--- config.mk ---
export PLATFORM = sky130hd
export DESIGN_NAME = se_leak_monitor
export DESIGN_NICKNAME = d
export VERILOG_FILES = /design/src/rtl/se_mon_pkg.sv /design/src/rtl/se_arrival_detect.sv /design/src/rtl/se_leak_monitor.sv
export SDC_FILE = /design/constraint.sdc
export NUM_CORES = 1
export LEC_CHECK = 0
export ABC_AREA = 1
export BUFFER_PORTS_ARGS = -buffer_cell sky130_fd_sc_hd__buf_2
export CORE_MARGIN = 2
export CORE_UTILIZATION = 58
export DETAILED_ROUTE_END_ITERATION = 16
export GPL_TIMING_DRIVEN = 0
export PLACE_DENSITY = 0.81
export REMOVE_ABC_BUFFERS = 1
export SYNTH_ARGS = -nofsm -noshare
export SYNTH_HDL_FRONTEND = slang
export SYNTH_SLANG_ARGS = --single-unit
--- constraint.sdc ---
create_clock -name clock -period 5.9 [get_ports clock]
set_clock_uncertainty 0.1 [all_clocks]
set_input_delay 0.59 -clock clock [delete_from_list [all_inputs] [get_ports clock]]
set_output_delay 0.59 -clock clock [all_outputs]
set_load 0.005 [all_outputs]
--- src/rtl/se_mon_pkg.sv ---
// ============================================================================
// Module      : se_mon_pkg
// Description : Shared types and defaults for the dual-SE leak monitor.
// Revision    : 1.0 - initial release
// ============================================================================
`default_nettype none

package se_mon_pkg;

    localparam int SKEW_W_DEF  = 8;
    localparam int TIMEOUT_DEF = 255;

    typedef enum logic [2:0] {
        ST_IDLE      = 3'd0,
        ST_ARMED     = 3'd1,
        ST_ONE_AHEAD = 3'd2,
        ST_TWO_AHEAD = 3'd3,
        ST_REPORT    = 3'd4
    } state_t;

    typedef struct packed {
        logic one;
        logic two;
    } arrival_t;

endpackage

`default_nettype wire

--- src/rtl/se_arrival_detect.sv ---
// ============================================================================
// Module      : se_arrival_detect
// Description : Rising-edge detector so a valid held through a stall counts once.
// Revision    : 1.0 - initial release
// ============================================================================
`default_nettype none

module se_arrival_detect (
    input  logic clk,
    input  logic rst,
    input  logic i_valid,
    output logic o_rise
);

    logic r_valid_q;

    always_ff @(posedge clk or posedge rst) begin
        if (rst) begin
            r_valid_q <= 1'b0;
        end else begin
            r_valid_q <= i_valid;
        end
    end

    assign o_rise = i_valid & ~r_valid_q;

endmodule

`default_nettype wire

--- src/rtl/se_leak_monitor.sv ---
// ============================================================================
// Module      : se_leak_monitor
// Description : Measures completion skew between two SE instances per
//               transaction and flags timing leaks, result mismatches, timeouts.
// Revision    : 1.0 - initial release
// ============================================================================
`default_nettype none

module se_leak_monitor
    import se_mon_pkg::*;
#(
    parameter int DATA_W  = 128,
    parameter int SKEW_W  = SKEW_W_DEF,
    parameter int TIMEOUT = TIMEOUT_DEF,
    parameter int CNT_W   = 16
) (
    input  logic              clock,
    input  logic              reset,
    input  logic              io_in_fire,
    input  logic              io_validOne,
    input  logic [DATA_W-1:0] io_resultOne,
    input  logic              io_validTwo,
    input  logic [DATA_W-1:0] io_resultTwo,
    input  logic              io_out_ready,
    output logic              timingLeak,
    output logic              timingLeakDone,
    output logic              resultMismatch,
    output logic              timeout,
    output logic              bothValid,
    output logic [SKEW_W-1:0] skew,
    output logic [CNT_W-1:0]  leakCount,
    output logic              busy
);

    localparam logic [SKEW_W-1:0] c_TIMEOUT = SKEW_W'(TIMEOUT);

    state_t              r_state, w_next;
    arrival_t            w_arr;
    logic [DATA_W-1:0]   r_capt;
    logic [SKEW_W-1:0]   r_skew_cnt, w_skew_nxt, w_skew_inc;
    logic [SKEW_W-1:0]   r_skew_out;
    logic [CNT_W-1:0]    r_leak_cnt;
    logic                r_leak, r_mismatch, r_timeout;
    logic                w_capture, w_capt_two, w_cmp_en, w_timeout_hit;
    logic [DATA_W-1:0]   w_cmp_a, w_cmp_b;
    logic                w_done, w_busy;
    logic                w_unused_ready;

    // The sink ready only stalls the SEs; edge detection already absorbs stalls.
    assign w_unused_ready = io_out_ready;

    se_arrival_detect u_det_one (
        .clk     (clock),
        .rst     (reset),
        .i_valid (io_validOne),
        .o_rise  (w_arr.one)
    );

    se_arrival_detect u_det_two (
        .clk     (clock),
        .rst     (reset),
        .i_valid (io_validTwo),
        .o_rise  (w_arr.two)
    );

    // Held at TIMEOUT so a last-moment arrival cannot wrap the counter.
    assign w_skew_inc = (r_skew_cnt == c_TIMEOUT) ? r_skew_cnt : r_skew_cnt + SKEW_W'(1);

    always_ff @(posedge clock or posedge reset) begin
        if (reset) begin
            r_state <= ST_IDLE;
        end else begin
            r_state <= w_next;
        end
    end

    always_comb begin
        w_next        = r_state;
        w_skew_nxt    = r_skew_cnt;
        w_capture     = 1'b0;
        w_capt_two    = 1'b0;
        w_cmp_en      = 1'b0;
        w_timeout_hit = 1'b0;
        w_cmp_a       = io_resultOne;
        w_cmp_b       = io_resultTwo;
        case (r_state)
            ST_IDLE: begin
                if (io_in_fire) begin
                    w_next     = ST_ARMED;
                    w_skew_nxt = '0;
                end
            end
            ST_ARMED: begin
                w_skew_nxt = '0;
                if (w_arr.one && w_arr.two) begin
                    w_next   = ST_REPORT;
                    w_cmp_en = 1'b1;
                end else if (w_arr.one) begin
                    w_next    = ST_ONE_AHEAD;
                    w_capture = 1'b1;
                end else if (w_arr.two) begin
                    w_next     = ST_TWO_AHEAD;
                    w_capture  = 1'b1;
                    w_capt_two = 1'b1;
                end
            end
            ST_ONE_AHEAD: begin
                w_skew_nxt = w_skew_inc;
                w_cmp_a    = r_capt;
                if (w_arr.two) begin
                    w_next   = ST_REPORT;
                    w_cmp_en = 1'b1;
                end else if (r_skew_cnt == c_TIMEOUT) begin
                    w_next        = ST_REPORT;
                    w_timeout_hit = 1'b1;
                    w_skew_nxt    = r_skew_cnt;
                end
            end
            ST_TWO_AHEAD: begin
                w_skew_nxt = w_skew_inc;
                w_cmp_b    = r_capt;
                if (w_arr.one) begin
                    w_next   = ST_REPORT;
                    w_cmp_en = 1'b1;
                end else if (r_skew_cnt == c_TIMEOUT) begin
                    w_next        = ST_REPORT;
                    w_timeout_hit = 1'b1;
                    w_skew_nxt    = r_skew_cnt;
                end
            end
            ST_REPORT: w_next = ST_IDLE;
            default:   w_next = ST_IDLE;
        endcase
    end

    always_comb begin
        w_done = (r_state == ST_REPORT);
        w_busy = (r_state != ST_IDLE);
    end

    // Report results are latched on entry to REPORT so they line up with the pulse.
    always_ff @(posedge clock or posedge reset) begin
        if (reset) begin
            r_skew_cnt <= '0;
            r_capt     <= '0;
            r_skew_out <= '0;
            r_leak_cnt <= '0;
            r_leak     <= 1'b0;
            r_mismatch <= 1'b0;
            r_timeout  <= 1'b0;
        end else begin
            r_skew_cnt <= w_skew_nxt;
            if (w_capture) begin
                r_capt <= w_capt_two ? io_resultTwo : io_resultOne;
            end
            if (r_state != ST_REPORT && w_next == ST_REPORT) begin
                r_skew_out <= w_skew_nxt;
                if (w_skew_nxt != '0) begin
                    r_leak <= 1'b1;
                    if (r_leak_cnt != '1) begin
                        r_leak_cnt <= r_leak_cnt + CNT_W'(1);
                    end
                end
                if (w_cmp_en && (w_cmp_a != w_cmp_b)) begin
                    r_mismatch <= 1'b1;
                end
                if (w_timeout_hit) begin
                    r_timeout <= 1'b1;
                end
            end
        end
    end

    assign timingLeak     = r_leak;
    assign timingLeakDone = w_done;
    assign resultMismatch = r_mismatch;
    assign timeout        = r_timeout;
    assign bothValid      = io_validOne & io_validTwo;
    assign skew           = r_skew_out;
    assign leakCount      = r_leak_cnt;
    assign busy           = w_busy;

endmodule

`default_nettype wire

Word level (Yosys, flattened, before mapping). Cells that the tools add are included.

Output and inout bits: 30. Input port bits: 262. Flip-flop bits (word level): 168.

Bitwise logic cells: 5. Add/sub/neg operators: 2. Equality and inequality tests: 9. Reductions and logical operators: 10. Muxes and demuxes: 31.

Operators by type and width (count): 128-bit 2-to-1 mux (3); 128-bit inequality test (1); 8-bit 2-to-1 mux (5); 8-bit case mux with 4 select lines (1); 3-bit 2-to-1 mux (7); 16-bit by 1-bit adder with 16-bit output (second input constant) (1); 16-bit inequality test (second input constant) (1); 1-bit 2-to-1 mux (12); 3-bit case mux with 4 select lines (1); 8-bit by 1-bit adder with 8-bit output (second input constant) (1); 8-bit == test (second input constant) (1); 8-bit nonzero test (1); 3-bit by 2-bit == test with 1-bit output (second input constant) (2); 3-bit == test (second input constant) (2); 2-bit AND reduction (3); 1-bit AND (3); 3-bit by 1-bit == test with 1-bit output (second input constant) (1); 1-bit logical AND (3); 3-bit logical NOT (1); 3-bit inequality test (second input constant) (1); 1-bit case mux with 3 select lines (1); 3-bit AND reduction (1); 3-bit nonzero test (1); 1-bit NOT (2); 1-bit case mux with 2 select lines (1).

Depth between registers and ports, before layout. Gate-level depths: netlist of the first run.

Depth after elaboration: 9. Depth in mapped cells: 20. Gate-level depth less buffers: 17.

Modules after synthesis. A second synthesis of the first run with hierarchy kept.

Cells, all modules: 2827. Area total of the unflattened synthesis: 15915.3 µm².

By module, submodules not included: se_leak_monitor (cells each 2819, seq. area each 4154.0 µm², instances 1, area each 15837.7 µm²); se_arrival_detect (cells each 4, seq. area each 25.0 µm², instances 2, area each 38.8 µm²).

Worst setup path before layout of the first run. OpenSTA, ideal clock, no wires.

Path type: input-to-reg. Start point: input io_validOne. End point: register r_capt[105]. Path slack: 3.663 ns. Path buffers: 2. Required time: 5.717 ns. Library setup time: 0.083 ns. Stages: 9. Arrival: 2.054 ns. Path through: inv_1 -> nor2_1 -> inv_1 -> ha_1 -> nor2_1 -> clkbuf_1 -> clkbuf_1 -> o211ai_1 -> o21ai_0.

Cells in the longest elaborated chain, start to end: 5. Elaborated cells between the ends (all ways): 9. Classes of those cells: 7 x mux; 1 x bitwise; 1 x reduce/logical.

Ends and longest elaborated chain: start, declared (line se_leak_monitor.sv:20) `input logic io_validOne,`; 1-bit AND * (line se_arrival_detect.sv:25) `assign o_rise = i_valid & ~r_valid_q;`; 1-bit 2-to-1 mux or 1-bit logical AND (tied branches) (line se_leak_monitor.sv:98, se_leak_monitor.sv:95); 1-bit 2-to-1 mux (line se_leak_monitor.sv:95) `if (w_arr.one && w_arr.two) begin`; 1-bit 2-to-1 mux (line se_leak_monitor.sv:86) `case (r_state)`; 128-bit 2-to-1 mux (line se_leak_monitor.sv:154) `r_capt <= w_capt_two ? io_resultTwo : io_resultOne;`; end signal, assigned (line se_leak_monitor.sv:154); end, declared (line se_leak_monitor.sv:39) `logic [DATA_W-1:0] r_capt;`.

Mark *: on every way between the ends. The rest lies on a longest branch, timed or not. A chain may end at the register's enable or synchronous reset.

Final worst setup path of the first run.
Start point: register r_state[2]. End point: register r_mismatch, in the netlist resultMismatch.

Cells in the longest elaborated chain, start to end: 7. Elaborated cells between the ends (all ways): 21. Classes of those cells: 6 x eq/ne; 11 x mux; 4 x reduce/logical.

Ends and longest elaborated chain: start, declared (line se_leak_monitor.sv:37) `state_t r_state, w_next;`; start signal, assigned (line se_leak_monitor.sv:73) `r_state <= w_next;`; 3-bit 2-to-1 mux (line se_leak_monitor.sv:101) `end else if (w_arr.two) begin`; 3-bit 2-to-1 mux (line se_leak_monitor.sv:98) `end else if (w_arr.one) begin`; 3-bit 2-to-1 mux (line se_leak_monitor.sv:95); 3-bit case mux with 4 select lines (line se_leak_monitor.sv:86); 3-bit == test (line se_leak_monitor.sv:156) `if (r_state != ST_REPORT && w_next == ST_REPORT) begin`; 1-bit logical AND (line se_leak_monitor.sv:156); 2-bit AND reduction (no line) *; end signal, assigned (line se_leak_monitor.sv:149) `r_mismatch <= 1'b0;`; end signal, assigned (line se_leak_monitor.sv:165) `r_mismatch <= 1'b1;`; end, declared (line se_leak_monitor.sv:43) `logic r_leak, r_mismatch, r_timeout;`.

Marks and branches as above.

==> results_dict.tcl, run 1 <==
set metrics [dict create \
    cts-root-buf "clkbuf_16" \
    slew_headroom_pct 7.29 \
    cp.required_ns 6.15 \
    dr.pass1.iters 6 \
    fillers 2447 \
    io_pins 292 \
    cts_sinks 168 \
    cts.clk_slew.worst_paths_ns 0.08 \
    drive_gt1_share_pct 11.8 \
    vdd_ir_drop_max_v 0.000274 \
    drv_slew 0 \
    hold_buffers 0 \
    grt_pass1_vias 17700 \
    die_area_sq_um 28700 \
    fin_crit_sh_pct 62.1 \
    core_area_sq_um 26900 \
    top_usage_layer "met2" \
    start_util_pct 59.0 \
    worstMarginPinSlew_ns 1.39 \
    power_switching_mw 3.22 \
    die_y_um 169 \
    dp.cells 3351 \
    synth.avg_cell_area_sq_um 5.53 \
    synthTopCellsByArea "nand2_1 31%, dfrtp_1 27%, o21ai_0 12%" \
    outcome "finished clean" \
    viasPerCell 5.52 \
    reg2reg_to "resultMismatch$_DFFE_PP0P_" \
    postSynth.asyncResetShare_pct 100 \
    place_area_sq_um 17700 \
    stdcell_count 3404 \
    ys_types 28 \
    start_kind "flip-flop" \
    clockPowerShare_pct 17.4 \
    p_int_mw 3.44 \
    grt_pass1_wl_mm 80.0 \
    wire_per_inst_um 14.2 \
    yosysWarnings 0 \
    clock_latency_ns 0.45 \
    netlist.area_leader.share_pct 31.4 \
    ys.flop_type "dfrtp_1" \
    use_met1_pct 42.3 \
    setup_tns_ns 0 \
    combPwrFrac_pct 53.3 \
    synth_most_common_cell "nand2_1" \
    syn2layout_area_growth_pct 15.6 \
    finalHoldViolCount 0 \
    numCtsBuffers 17 \
    r2r_slack_ns 2.23 \
    port_buffers 290 \
    cts_setup_buffers 0 \
    yosysSeqAreaShare_pct 26.5 \
    cts_resized 0 \
    drtAntennaViolNets 0 \
    vias 18800 \
    multi_input_area_sq_um 9580 \
    timing.rr.start "r_state[2]$_DFF_PP0_" \
    p_total_mw 6.66 \
    end_kind "flip-flop" \
    postSynthCellCount 2865 \
    gr-total-overflow 0 \
    synth_top_area_cell "nand2_1" \
    rows 60 \
    critPathMaxFanout 81 \
    dpl.hpwl_mm 32.4 \
    regArea_sq_um 4200 \
    die_w_um 169 \
    critPathKind "reg2reg" \
    wl_mm 48.4 \
    hold_path_class "in2async" \
    cts_tree "done" \
    antenna_found_initial 22 \
    rsz0062_at_grt "false" \
    finish.utilization_pct 68.1 \
    drt_iter0_drc 1736 \
    power.leakage_nw 10.6 \
    crit_arrival_ns 3.91 \
    grt_util_met3_pct 5.46 \
    setup_viol 0 \
    route.detailed.drc 0 \
    synth_edf_count 0 \
    p_sw_share_pct 48.4 \
    period_needed_ns 3.67 \
    fin_area_sq_um 18300 \
    power_density_nw_per_um2 364 \
    grtUsageMet2_pct 55.9 \
    gp_congestion 0.921 \
    reg2regPathDepth 15 \
    ys_ff_latch 168 \
    netlist_area_sq_um 15800 \
    max_freq_mhz 273 \
    num-nets-final 3295 \
    h-tree-depth 4 \
    clk_path_buf_depth 2 \
    gr-usage-all-layers_pct 33.4 \
    cap_violations 0 \
    grt_max_degree 95 \
    ys_top_cells_by_count "1324 x nand2_1, 383 x o21ai_0, 368 x inv_1, 168 x dfrtp_1, 141 x nand3_1" \
    p_seq_share_pct 29.3 \
]
-- sequential cells by signal, indices dropped and copies added (netlist names) --
signal,flops
resultMismatch,1
r_capt,128
r_state,3
timingLeak,1
skew,8
u_det_two.r_valid_q,1
leakCount,16
u_det_one.r_valid_q,1
r_skew_cnt,8
timeout,1
-- layout by cell type, fill, tap and decap left out, types with 6 or more instances in the layout --
| master | Yosys | routed |
|---|---|---|
| o211ai_1 | 126 | 126 |
| o21ai_0 | 383 | 383 |
| o21ai_1 | 14 | 14 |
| inv_1 | 368 | 367 |
| buf_2 | 60 | 290 |
| nand4_1 | 43 | 43 |
| nor3_1 | 7 | 7 |
| dfrtp_1 | 168 | 168 |
| buf_12 | 0 | 9 |
| nand2_1 | 1324 | 1323 |
| buf_16 | 0 | 16 |
| a21oi_1 | 12 | 12 |
| xor2_1 | 11 | 11 |
| diode_2 | 0 | 21 |
| nor2_1 | 76 | 74 |
| inv_6 | 0 | 6 |
| clkbuf_16 | 0 | 17 |
| nand3_1 | 141 | 139 |
-- per-stage QoR --
stage	hold WS, ns	setup WS [ns]
after CTS	0.161	2.29
after global routing	0.164	1.97
final	0.147	2.23
after detailed placement	0.343	2.29
after global placement	0.334	-8.63
after floorplan	0.351	-3.35
-- power groups by stage --
stage / clock (mW) / combinational [mW] / sequential, mW
after floorplan: 0 / 2.82 / 1.90
after global placement: 0 / 3.66 / 1.94
after detailed placement: 0 / 3.49 / 1.95
after CTS: 1.17 / 3.52 / 1.93
after global routing: 1.21 / 4.08 / 2.00
final: 1.16 / 3.55 / 1.95
-- final cells by class --
type,instances,area share [%]
clock buffer,19,2.36
inverter,371,7.69
timing repair buffer,315,11.3
clock inverter,13,0.738
antenna,21,0.287
tap,341,2.33
multi-input combinational,2156,52.3
sequential,168,23.0
-- kinds of logic (layout without fill, tap and decap cells) --
group	count (synthesis)	after routing	share of synthesized area, %
multiplexers	2	2	0.142
AND/OR/NAND/NOR	1594	1594	39.7
XOR/XNOR	15	15	0.829
buffers and inverters	541	718	13.3
adder cells (fa/ha/maj)	4	4	0.316
flip-flops	168	168	26.5
other	0	21	0
AO/OA/AOI/OAI	541	541	19.2
-- worst max-delay path, cell delays in order, from the launching register on --
cell     delay (ns)
dfrtp_1        0.49
inv_4          0.43
nand3_4        0.74
buf_16         0.49
o21ai_0        0.26
nand3_1        0.10
nand2_1        0.07
nand2_1        0.04
nor2_1         0.09
nand2_1        0.09
nor2_1         0.23
nand2_1        0.08
nor2_1         0.09
nand2_1        0.07
nand2_1        0.06
nand2_1        0.04
-- metal layers --
layer	routed length, um	up-vias
met5	38	-
met4	1590	6
met3	3670	105
met2	22900	765
met1	20200	8512
li1	-	9410
-- worst max-delay path by stage --
stage                         startpoint                         end  slack [ns]  cells past startpoint
floorplan           r_state[2]$_DFF_PP0_  resultMismatch$_DFFE_PP0P_       -3.35                     14
global placement    r_state[2]$_DFF_PP0_  resultMismatch$_DFFE_PP0P_       -8.63                     14
CTS                 r_state[2]$_DFF_PP0_  resultMismatch$_DFFE_PP0P_        2.29                     15
detailed placement  r_state[2]$_DFF_PP0_  resultMismatch$_DFFE_PP0P_        2.29                     15
global route        r_state[2]$_DFF_PP0_  resultMismatch$_DFFE_PP0P_        1.97                     17
finish              r_state[2]$_DFF_PP0_  resultMismatch$_DFFE_PP0P_        2.23                     15
No activity file was read; power rests on OpenSTA's default activity.
==> inputs of run 2 (changes only) <==
Clock period 5.9 ns to 3.6 ns, I/O delays scaled along.
==> results_dict.tcl, run 2 (synthesis results as in run 1) <==
set metrics [dict create \
    hold_path_class "in2reg" \
    end_kind "flip-flop" \
    vias 18900 \
    outcome "finished clean" \
    die_w_um 169 \
    r2r_slack_ns 0.21 \
    critPathKind "reg2reg" \
    reg2reg_to "resultMismatch$_DFFE_PP0P_" \
    die_area_sq_um 28700 \
    critPathMaxFanout 94 \
    port_buffers 290 \
    timing.rr.start "r_state[2]$_DFF_PP0_" \
    gr-total-overflow 0 \
    final_cell_mix "1323 x nand2_1, 383 x o21ai_0, 367 x inv_1" \
    route.detailed.drc 0 \
    cts.clk_slew.worst_paths_ns 0.08 \
    wire_per_inst_um 14.4 \
    reg2regPathDepth 17 \
    fillers 2435 \
    regMostFlops "r_capt" \
    gr-usage-all-layers_pct 33.5 \
    clock_latency_ns 0.45 \
    grt_pass1_vias 17700 \
    finalHoldWorstSlack_ns 0.0885 \
    largest_reg_flops 128 \
    power_density_nw_per_um2 597 \
    finish.utilization_pct 68.4 \
    fin_crit_sh_pct 94.0 \
    regArea_sq_um 4210 \
    die_y_um 169 \
    gp_congestion 0.921 \
    max_freq_mhz 295 \
    setup_tns_ns 0 \
    dpl.hpwl_mm 32.4 \
    clockPowerShare_pct 17.3 \
    drv_slew 0 \
    clk_path_buf_depth 2 \
    slew_headroom_pct 36.1 \
    drt_iter0_drc 1777 \
    setup_viol 0 \
    cp-startpoint "r_state[2]$_DFF_PP0_" \
    dr.pass1.iters 8 \
    start_kind "flip-flop" \
    finalHoldViolCount 0 \
    crit_arrival_ns 3.63 \
    syn2layout_area_growth_pct 16.0 \
    h-tree-depth 4 \
    grt_pass1_wl_mm 80.0 \
    worstMarginPinSlew_ns 0.959 \
    viasPerCell 5.54 \
    combPwrFrac_pct 53.4 \
    period_needed_ns 3.39 \
    start_util_pct 59.0 \
    p_sw_share_pct 48.5 \
    cts_sinks 168 \
    core_area_sq_um 26900 \
    rsz0062_at_grt "false" \
    multi_input_area_sq_um 9600 \
    drtAntennaViolNets 0 \
    cts_tree "done" \
    vdd_ir_drop_max_v 0.000479 \
    numCtsBuffers 17 \
    place_area_sq_um 17700 \
    p_seq_share_pct 29.3 \
    cp.required_ns 3.85 \
    drive_gt1_share_pct 12.0 \
    critPathCapture "resultMismatch$_DFFE_PP0P_" \
    fin_area_sq_um 18400 \
    grt_max_degree 95 \
    fin_ws_ns 0.214 \
    antenna_found_initial 22 \
    num-nets-final 3302 \
    power.leakage_nw 10.7 \
    p_int_mw 5.65 \
    rows 60 \
    wl_mm 49.3 \
    cap_violations 0 \
    io_pins 292 \
    power_switching_mw 5.33 \
    final_common_cell "nand2_1" \
    cts-root-buf "clkbuf_16" \
    dp_slack_ns -0.0133 \
]
run 2: cell count changes in the layout (fill, tap and decap cells not counted), sizes merged:
cell / delta
buf: +2
dlygate4sd3: +3
nor2: +1
nand3: +1
run 2: metrics by stage:
stage	power [mW]	cells
after floorplan	7.45	2695
after global placement	8.55	3326
after detailed placement	8.93	3351
after CTS	10.9	3386
after global routing	12.0	3407
final	11.0	3411
run 2: cell type report:
class                           count  share of cell area (%)
Clock buffer                       19                    2.35
Sequential cell                   168                    22.9
Inverter                          371                    7.68
Clock inverter                     13                   0.735
Timing Repair Buffer              320                    11.5
Tap cell                          341                    2.32
Antenna cell                       21                   0.286
Multi-Input combinational cell   2158                    52.2
run 2: how the worst min path moves through the flow:
stage	to	start	cells past startpoint	slack (ns)
finish	r_capt[54]$_DFFE_PP0P_	io_resultTwo[54]	3	0.09
global route	r_capt[45]$_DFFE_PP0P_	io_resultTwo[45]	3	0.09
CTS	r_capt[54]$_DFFE_PP0P_	io_resultTwo[54]	3	0.08
detailed placement	timingLeak$_DFFE_PP0P_	timingLeak$_DFFE_PP0P_	1	0.34
global placement	timingLeak$_DFFE_PP0P_	timingLeak$_DFFE_PP0P_	1	0.33
floorplan	u_det_one.r_valid_q$_DFF_PP0_	io_validOne	0	0.29
run 2: repair_timing:
| item | 4_1_cts | 5_1_grt |
|---|---|---|
| hold buffers | 3 | 0 |
| pin swaps | 1 | 2 |
| setup buffers | 0 | 2 |
| hold endpoints to repair | 59 | 0 |
| resized for setup | 0 | 5 |
| cloned | 0 | 2 |
| setup endpoints to repair | 1 | 17 |
run 2: routing by layer:
metal	share of wire, %	up-vias	global-route usage, %	routed length (um)
li1	-	9426	-	-
met1	42	8560	42.3	20600
met2	47	786	56.0	23300
met3	7.4	122	5.46	3650
met4	3.3	6	15.7	1640
met5	0.077	-	0	38
run 2: critical path, stage by stage (launching register included):
cell and delay [ns]:
dfrtp_2 0.51, inv_8 0.28, nand3_4 0.32, buf_16 0.34, buf_12 0.24, buf_16 0.22, o21ai_0 0.19, nand2_1 0.07
nand2_1 0.06, nand2_1 0.05, nor2_1 0.13, nand2_1 0.09, nor2_1 0.10, nand2_1 0.10, nor2_1 0.18, nand2_1 0.10
nand2_1 0.06, nand2_1 0.04
run 2: power by group through the flow:
stage / combinational, mW / clock [mW] / sequential (mW)
3_5_place_dp: 5.73 / 0 / 3.20
5_1_grt: 6.72 / 1.98 / 3.30
4_1_cts: 5.77 / 1.92 / 3.17
3_3_place_gp: 5.38 / 0 / 3.17
6_report: 5.86 / 1.90 / 3.21
2_1_floorplan: 4.34 / 0 / 3.11
